`config.mk`:
```
export PLATFORM = sky130hd
export DESIGN_NAME = reset_sequencer
export DESIGN_NICKNAME = d
export VERILOG_FILES = /design/src/rtl/reset_sequencer.sv
export SDC_FILE = /design/constraint.sdc
export NUM_CORES = 1
export LEC_CHECK = 0
export CAP_MARGIN = 20
export CORE_AREA = 2 2 46 48
export DETAILED_ROUTE_END_ITERATION = 8
export DIE_AREA = 0 0 48 50
export PLACE_DENSITY = 0.66
export RECOVER_POWER = 100
export SETUP_SLACK_MARGIN = 0.5
export SLEW_MARGIN = 5
export SYNTH_ARGS = -nofsm -noshare
export SYNTH_HDL_FRONTEND = slang
export SYNTH_SLANG_ARGS = --single-unit
```
`constraint.sdc`:
```
create_clock -name clk_in -period 1.9 [get_ports clk_in]
set_clock_uncertainty 0.05 [all_clocks]
set_input_delay 0.38 -clock clk_in [delete_from_list [all_inputs] [get_ports clk_in]]
set_output_delay 0.38 -clock clk_in [all_outputs]
set_load 0.05 [all_outputs]
```
`src/rtl/reset_sequencer.sv`:
```
// Board reset sequencer: waits for PLL lock, stretches reset, then releases
// peripheral reset before core reset and records why the last reset happened.
module reset_sequencer #(
   parameter int HOLD_CYCLES = 16,
   parameter int CORE_DELAY  = 4
) (
   input  logic       clk_in,
   input  logic       reset_in,
   input  logic       locked_in,
   input  logic       btn_pulse_in,
   output logic       periph_reset_out,
   output logic       core_reset_out,
   output logic       reset_done_out,
   output logic [1:0] cause_out
);

   localparam int MAX_CNT = (HOLD_CYCLES > CORE_DELAY) ? HOLD_CYCLES : CORE_DELAY;
   localparam int CNT_W   = (MAX_CNT > 1) ? $clog2(MAX_CNT) : 1;

   localparam logic [CNT_W-1:0] HOLD_LAST = CNT_W'(HOLD_CYCLES - 1);
   localparam logic [CNT_W-1:0] CORE_LAST = CNT_W'(CORE_DELAY - 1);

   localparam logic [1:0] CAUSE_POR    = 2'b01;
   localparam logic [1:0] CAUSE_PLL    = 2'b10;
   localparam logic [1:0] CAUSE_BUTTON = 2'b11;

   typedef enum logic [1:0] {
      WAIT_LOCK,
      COUNT,
      PERIPH,
      RUN
   } state_t;

   state_t           state_reg;
   logic [CNT_W-1:0] cnt_reg;
   logic             periph_reg;
   logic             core_reg;
   logic             done_reg;
   logic [1:0]       cause_reg;

   always_ff @(posedge clk_in or posedge reset_in) begin
      if (reset_in) begin
         state_reg  <= WAIT_LOCK;
         cnt_reg    <= '0;
         periph_reg <= 1'b1;
         core_reg   <= 1'b1;
         done_reg   <= 1'b0;
         cause_reg  <= CAUSE_POR;
      end else begin
         case (state_reg)
            WAIT_LOCK: begin
               periph_reg <= 1'b1;
               core_reg   <= 1'b1;
               done_reg   <= 1'b0;
               cnt_reg    <= '0;
               if (locked_in) begin
                  state_reg <= COUNT;
               end
            end

            COUNT: begin
               if (!locked_in) begin
                  state_reg <= WAIT_LOCK;
                  cnt_reg   <= '0;
                  cause_reg <= CAUSE_PLL;
               end else if (btn_pulse_in) begin
                  cnt_reg   <= '0;
                  cause_reg <= CAUSE_BUTTON;
               end else if (cnt_reg == HOLD_LAST) begin
                  state_reg  <= PERIPH;
                  cnt_reg    <= '0;
                  periph_reg <= 1'b0;
               end else begin
                  cnt_reg <= cnt_reg + CNT_W'(1);
               end
            end

            PERIPH: begin
               // Lock loss outranks a simultaneous button press.
               if (!locked_in) begin
                  state_reg  <= WAIT_LOCK;
                  cnt_reg    <= '0;
                  periph_reg <= 1'b1;
                  core_reg   <= 1'b1;
                  cause_reg  <= CAUSE_PLL;
               end else if (btn_pulse_in) begin
                  state_reg  <= COUNT;
                  cnt_reg    <= '0;
                  periph_reg <= 1'b1;
                  core_reg   <= 1'b1;
                  cause_reg  <= CAUSE_BUTTON;
               end else if (cnt_reg == CORE_LAST) begin
                  state_reg <= RUN;
                  cnt_reg   <= '0;
                  core_reg  <= 1'b0;
                  done_reg  <= 1'b1;
               end else begin
                  cnt_reg <= cnt_reg + CNT_W'(1);
               end
            end

            RUN: begin
               if (!locked_in) begin
                  state_reg  <= WAIT_LOCK;
                  cnt_reg    <= '0;
                  periph_reg <= 1'b1;
                  core_reg   <= 1'b1;
                  done_reg   <= 1'b0;
                  cause_reg  <= CAUSE_PLL;
               end else if (btn_pulse_in) begin
                  state_reg  <= COUNT;
                  cnt_reg    <= '0;
                  periph_reg <= 1'b1;
                  core_reg   <= 1'b1;
                  done_reg   <= 1'b0;
                  cause_reg  <= CAUSE_BUTTON;
               end
            end

            default: begin
               state_reg  <= WAIT_LOCK;
               cnt_reg    <= '0;
               periph_reg <= 1'b1;
               core_reg   <= 1'b1;
               done_reg   <= 1'b0;
            end
         endcase
      end
   end

   assign periph_reset_out = periph_reg;
   assign core_reset_out   = core_reg;
   assign reset_done_out   = done_reg;
   assign cause_out        = cause_reg;

endmodule

```
==> impl_metrics.toml <==
[route]
wire_per_inst_um = 14.1
drtPass1Iterations = 4
detail_route.iter0.violations = 17
antenna_violating_nets_post_route = 0
vias = 631
wl_um = 1720
drc_violation_count_after_routing = 0
via_per_inst = 5.17

[finish]
fraction_of_final_layout_cells_with_drive_strength_greater_than_1 = 0.284
layout.filler_cells = 183
multi_input_area_um2 = 488
layout.cells.non_filler = 122
sequential_cell_area_um2 = 280
design.final.nets = 107
num_antenna_cells = 0
areaGrowthSynthToFinish_pct = 34.1
max_ffs_per_register = 4
finalCoreUtilization = 0.520

[yosys]
synthCells = 78
synth_fp_nets = 89
synth_top_flop_cell = "sky130_fd_sc_hd__dfrtp_1"
number_of_enable_type_register_cells_in_the_synthesized_netlist = 0
postSynth.asyncResetShare = 1.00
synthTopCellsByArea = "sky130_fd_sc_hd__dfrtp_1 27%, sky130_fd_sc_hd__ha_1 12%, sky130_fd_sc_hd__dfstp_2 11%"
ys_warn_count = 0
synth_top_area_frac = 0.272
post-synth-top-area-cell = "sky130_fd_sc_hd__dfrtp_1"
yosys_cell_types = 33
post_synthesis_instance_area_um2 = 737
number_of_synthesized_register_bits = 11
synth-seq-area-share = 0.379
post_syn_area_per_cell_um2 = 9.45
post_synth_most_frequent_cells = "8 x sky130_fd_sc_hd__dfrtp_1, 8 x sky130_fd_sc_hd__inv_1, 7 x sky130_fd_sc_hd__a21oi_1, 7 x sky130_fd_sc_hd__ha_1"

[sta]
period_needed_ps = 1700
setup_ws_ps = 204
final.period_utilization = 0.893
finalHoldViolCount = 0
finalSetupTns_ps = 0
slew_headroom = 0.608
least_margin_pin_slew_ps = 591
final-setup-viol-count = 0
maxClockFrequency_mhz = 589
grt_setup_unrepaired = "yes"
slew_violations = 0

[grt]
track_usage = 0.176
grt_pass1_vias = 591
grt_max_degree = 12
antenna_found_initial = 0
globalRouteOverflowTotal = 0
grt_first_pass_wirelength_um = 2840

[worst_setup_path]
cp.arrival_ps = 1860
worstSetupStartpointType = "register"
worst_ep_required_time_ps = 2060
timing.critical_path.slowest_stage_cell = "sky130_fd_sc_hd__dfrtp_2"
crit_path_max_incr_delay_ps = 400
reg2reg_setup_slack_ps = 200
crit_path_max_fanout = 5
timing.critical_path.cells = "inv_1 -> ha_1 -> o21ai_0 -> nor3_4 -> nand3_1 -> a31oi_1"
setup.worst_path.end_class = "register"
ff2ff_path_depth = 6
worst-setup-path-type = "reg2reg"

[floorplan]
core_area_mm2 = 0.00190
die_y_um = 50
floorplan.rows = 16
floorplan.die.width_um = 48
boundaryPins = 9
floorplan.die_area_mm2 = 0.00240
initial_standard_cell_utilization_of_the_core = 0.388

[place]
place_inst = 112
io_buffers = 8
dpl.hpwl_um = 1180
gpl.final_weighted_congestion = 0.776
pre_cts_slack_ps = 131

[cts]
cts-root-to-sink-buffers = 2
holdBufCountCts = 0
worstSkewPairLatency_ps = 280
clock_transition_at_the_registers_of_the_reported_paths_ps = 80
clock_tree_from_tritoncts = "done"
cts_buffers = 3
cts-htree-levels = 1
cts_root_buf = "sky130_fd_sc_hd__clkbuf_4"
cts.sink_count = 11

[power_and_ir_drop]
p_leak_nw = 0.392
ir_drop_mv = 0.668
design_power_total_mw = 1.11
power-per-cell-area_mw_per_mm2 = 1130

[run_status]
outcome = "complete, no violations"

[worst_hold_path]
hold_path.class = "reg2reg"
timing.hold.worst_path_depth = 1

[job]
drv_cap = 0
## per-stage QoR
step | area, µm² | hold slack [ps]
finish | 988 | 423
CTS | 1020 | 360
global route | 988 | 446
detailed placement | 857 | 414
floorplan | 767 | 180
global placement | 857 | 408
## cell type report
class	count	area share
clock buffer	4	0.0266
multi-input combinational	56	0.494
sequential	11	0.284
tap	27	0.0342
timing repair buffer	16	0.132
inverter	8	0.0304
## cells by family after synthesis
| family | synth area share |
|---|---|
| buffers and inverters | 0.0679 |
| adders and majority gates | 0.119 |
| and+or+nand+nor | 0.255 |
| AOI/OAI and AO/OA | 0.153 |
| DFF | 0.379 |
| muxes | 0.0272 |
## layer usage
metal	vias up	part of all wire	track usage
met2	9	0.52	0.276
met3	5	0.037	0.0549
li1	311	-	-
met5	-	0	0
met1	306	0.42	0.203
met4	0	0.026	0.0946
## where the power goes
part / internal, mW / switching (mW) / leakage [nW] / total (mW)
combinational: 0.280 / 0.347 / 0.246 / 0.627
clock: 0.0816 / 0.0840 / 0.0150 / 0.166
sequential: 0.279 / 0.0409 / 0.131 / 0.320
total: 0.641 / 0.472 / 0.392 / 1.11
## worst paths after layout
check                          endpoint         start
max in group asynchronous  cause_out[0]      reset_in
min                        cause_out[1]  cause_out[1]
min reg2reg                cause_out[1]  cause_out[1]
max reg2reg                  cnt_reg[3]  state_reg[1]
max                          cnt_reg[3]  state_reg[1]
min in group asynchronous    cnt_reg[0]      reset_in
## cells in the final DEF (no fill, tap or decap), types with 2 or more instances in the layout
master / synthesis / routed
sky130_fd_sc_hd__nand3_1: 2 / 2
sky130_fd_sc_hd__nand2_1: 6 / 6
sky130_fd_sc_hd__nand4_1: 2 / 2
sky130_fd_sc_hd__inv_1: 8 / 7
sky130_fd_sc_hd__clkbuf_1: 1 / 4
sky130_fd_sc_hd__mux2i_1: 2 / 2
sky130_fd_sc_hd__clkbuf_4: 0 / 3
sky130_fd_sc_hd__nor2b_1: 2 / 2
sky130_fd_sc_hd__a31oi_1: 2 / 3
sky130_fd_sc_hd__buf_8: 0 / 2
sky130_fd_sc_hd__ha_4: 0 / 4
sky130_fd_sc_hd__o22ai_1: 2 / 2
sky130_fd_sc_hd__dfrtp_1: 8 / 7
sky130_fd_sc_hd__nor2_1: 6 / 5
sky130_fd_sc_hd__ha_1: 7 / 3
sky130_fd_sc_hd__nand2b_1: 2 / 2
sky130_fd_sc_hd__a21oi_1: 7 / 7
sky130_fd_sc_hd__buf_4: 0 / 8
sky130_fd_sc_hd__dfstp_1: 0 / 2
## worst max-delay path, delay by kind of cell, from the launching register on
kind,cells,cell delay (ps)
and+or+nand+nor,2,380
adders and majority gates,1,330
AOI/OAI and AO/OA,2,340
DFF,1,400
buffers and inverters,1,130
## repair_timing
action	in CTS	in global routing
cloned	0	0
pin swaps	4	0
setup endpoints to repair	12	11
buffers inserted	6	0
resized for setup	22	0
Power figures use the tool's default switching activity.
==> RTL change (same flow settings) <==
The parameter `HOLD_CYCLES` goes from 16 to 32.
--- a/src/rtl/reset_sequencer.sv
+++ b/src/rtl/reset_sequencer.sv
@@ -1,7 +1,7 @@
 // Board reset sequencer: waits for PLL lock, stretches reset, then releases
 // peripheral reset before core reset and records why the last reset happened.
 module reset_sequencer #(
-   parameter int HOLD_CYCLES = 16,
+   parameter int HOLD_CYCLES = 32,
    parameter int CORE_DELAY  = 4
 ) (
    input  logic       clk_in,
Formal check against the unedited RTL: no difference found for any inputs over 10 cycles, from zero or initial values and one cycle with reset_in high; that may be too few to reach the edited logic, so the function may still have changed.
==> RTL change against the unedited design <==
Combinational power fell by 24%. Critical path depth unchanged. Clock power increased by 27%. Power decreased by 8.9%. Global-route usage increased by 0.72 points. Worst setup slack lost 94 ps. Sequential cell count up 1. First-iteration DRC count grew 5.9%. Routed wire length increased by 7.1%. Area after synthesis up 11%. Sequential power rose by 2%. Via count increased by 11%. Sequential share of layout area down 1.7 points. Final area grew 16%. Critical endpoint is now reset_done_out.
==> RTL change: results (changes against the unedited design) <==
| Metric | Value |
|---|---|
| First-pass GRT wire length | `3.04 mm (+6.8%)` |
| Largest net degree at the start of global routing | `13 (+1)` |
| Register share of total power | `0.321 (+0.034)` |
| Top post-synthesis cells by count | `dfrtp_1, ha_1, inv_1` |
| DRT Wirelength | `1.85 mm (+7.1%)` |
| R2r worst-path depth | `5 (-1)` |
| Main area contributors after synthesis | `dfrtp_1, ha_1, dfstp_2` |
| Switching Fraction | `0.398 (-0.0257)` |
| Worst slew pin tran | `599 ps (+8.14 ps)` |
| Worst reg2reg setup slack | `120 ps (-80 ps)` |
| Setup Buffers After CTS | `6 (unchanged)` |
| Met3 WL post-DR | `51 µm (-19%)` |
| P_seq | `0.000326 W (+2%)` |
| Non-filler cells, final | `134 (+9.8%)` |
| Via Count | `701 (+11%)` |
| Peak supply drop | `833 µV (+25%)` |
| Critical path's top delay family | `buffers and inverters` |
| CP endpoint | `reset_done_out` |
| Critical path origin | `locked_in` |
| 1st-iter DRT viols | `18 (+1)` |
| Hpwl dp | `1.32 mm (+12%)` |
| Synth Net Count | `91 (+2.2%)` |
| Initial antenna violation count | `0 (unchanged)` |
| Cts repair resizes | `11 (-50%)` |
| Hold Path End | `cause_out[1]` |
| Reg2reg start | `cnt_reg[0]` |
| Wire length on met2 | `853 µm (-4.3%)` |
| Vias in the first global route | `686 (+16%)` |
| Placed insts | `122 (+8.9%)` |
| Share of layout cells above drive strength 1 | `0.364 (+0.0803)` |
| Post-synthesis sequential area ratio | `0.372 (-0.00648)` |
| FMAX | `0.558 GHz (-5.3%)` |
| Comb group | `0.000477 W (-24%)` |
| Worst Path Max Fanout | `6 (+1)` |
| Fill cells | `172 (-6.0%)` |
| Uppermost layer routed | `met4` |
| Mapped Avg Cell Area | `10.3 µm² (+9.5%)` |
| Total Routing Usage GR | `0.183 (+0.00722)` |
| WL met1 | `886 µm (+23%)` |
| Arr. time, crit path | `1900 ps (+40 ps)` |
| Buffers on Ports | `8 (unchanged)` |
| Status | `finished, final reports clean` |
| Final hold slack | `418 ps (-5.45 ps)` |
| Slowest cell on the critical path | `dlygate4sd3_1` |
| Post-synth top flop | `dfrtp_1` |
| GPL Wtd Cong | `0.777 (about the same)` |
RTL change: cell types whose count changed after synthesis, moves of 2 or more:
cell and change:
nand4_1 -2, o22ai_1 -2, nor2_1 -4, a21o_1 +2
o21ai_0 +3, a31oi_1 -2
RTL change: final cells by class:
type / count / area, µm² / share of cell area
multi-input cells: 58 / 542 / 0.474
inverters: 8 / 30.0 / 0.0263
clock buffers: 4 / 36.3 / 0.0318
flip-flops and latches: 12 / 304 / 0.266
repair buffers: 25 / 196 / 0.172
well taps: 27 / 33.8 / 0.0296
RTL change: cell families after synthesis:
group | count (synthesis) | share of synthesized area
adder cells (fa/ha/maj) | 8 | 0.123
AND/OR/NAND/NOR | 24 | 0.182
AO/OA/AOI/OAI | 22 | 0.224
multiplexers | 4 | 0.0567
flip-flops | 12 | 0.372
buffers and inverters | 9 | 0.0429
RTL change: layer usage:
metal,vias up,track usage
li1,343,-
met1,336,0.259
met2,15,0.258
met3,7,0.0403
met4,0,0.0856
met5,-,0
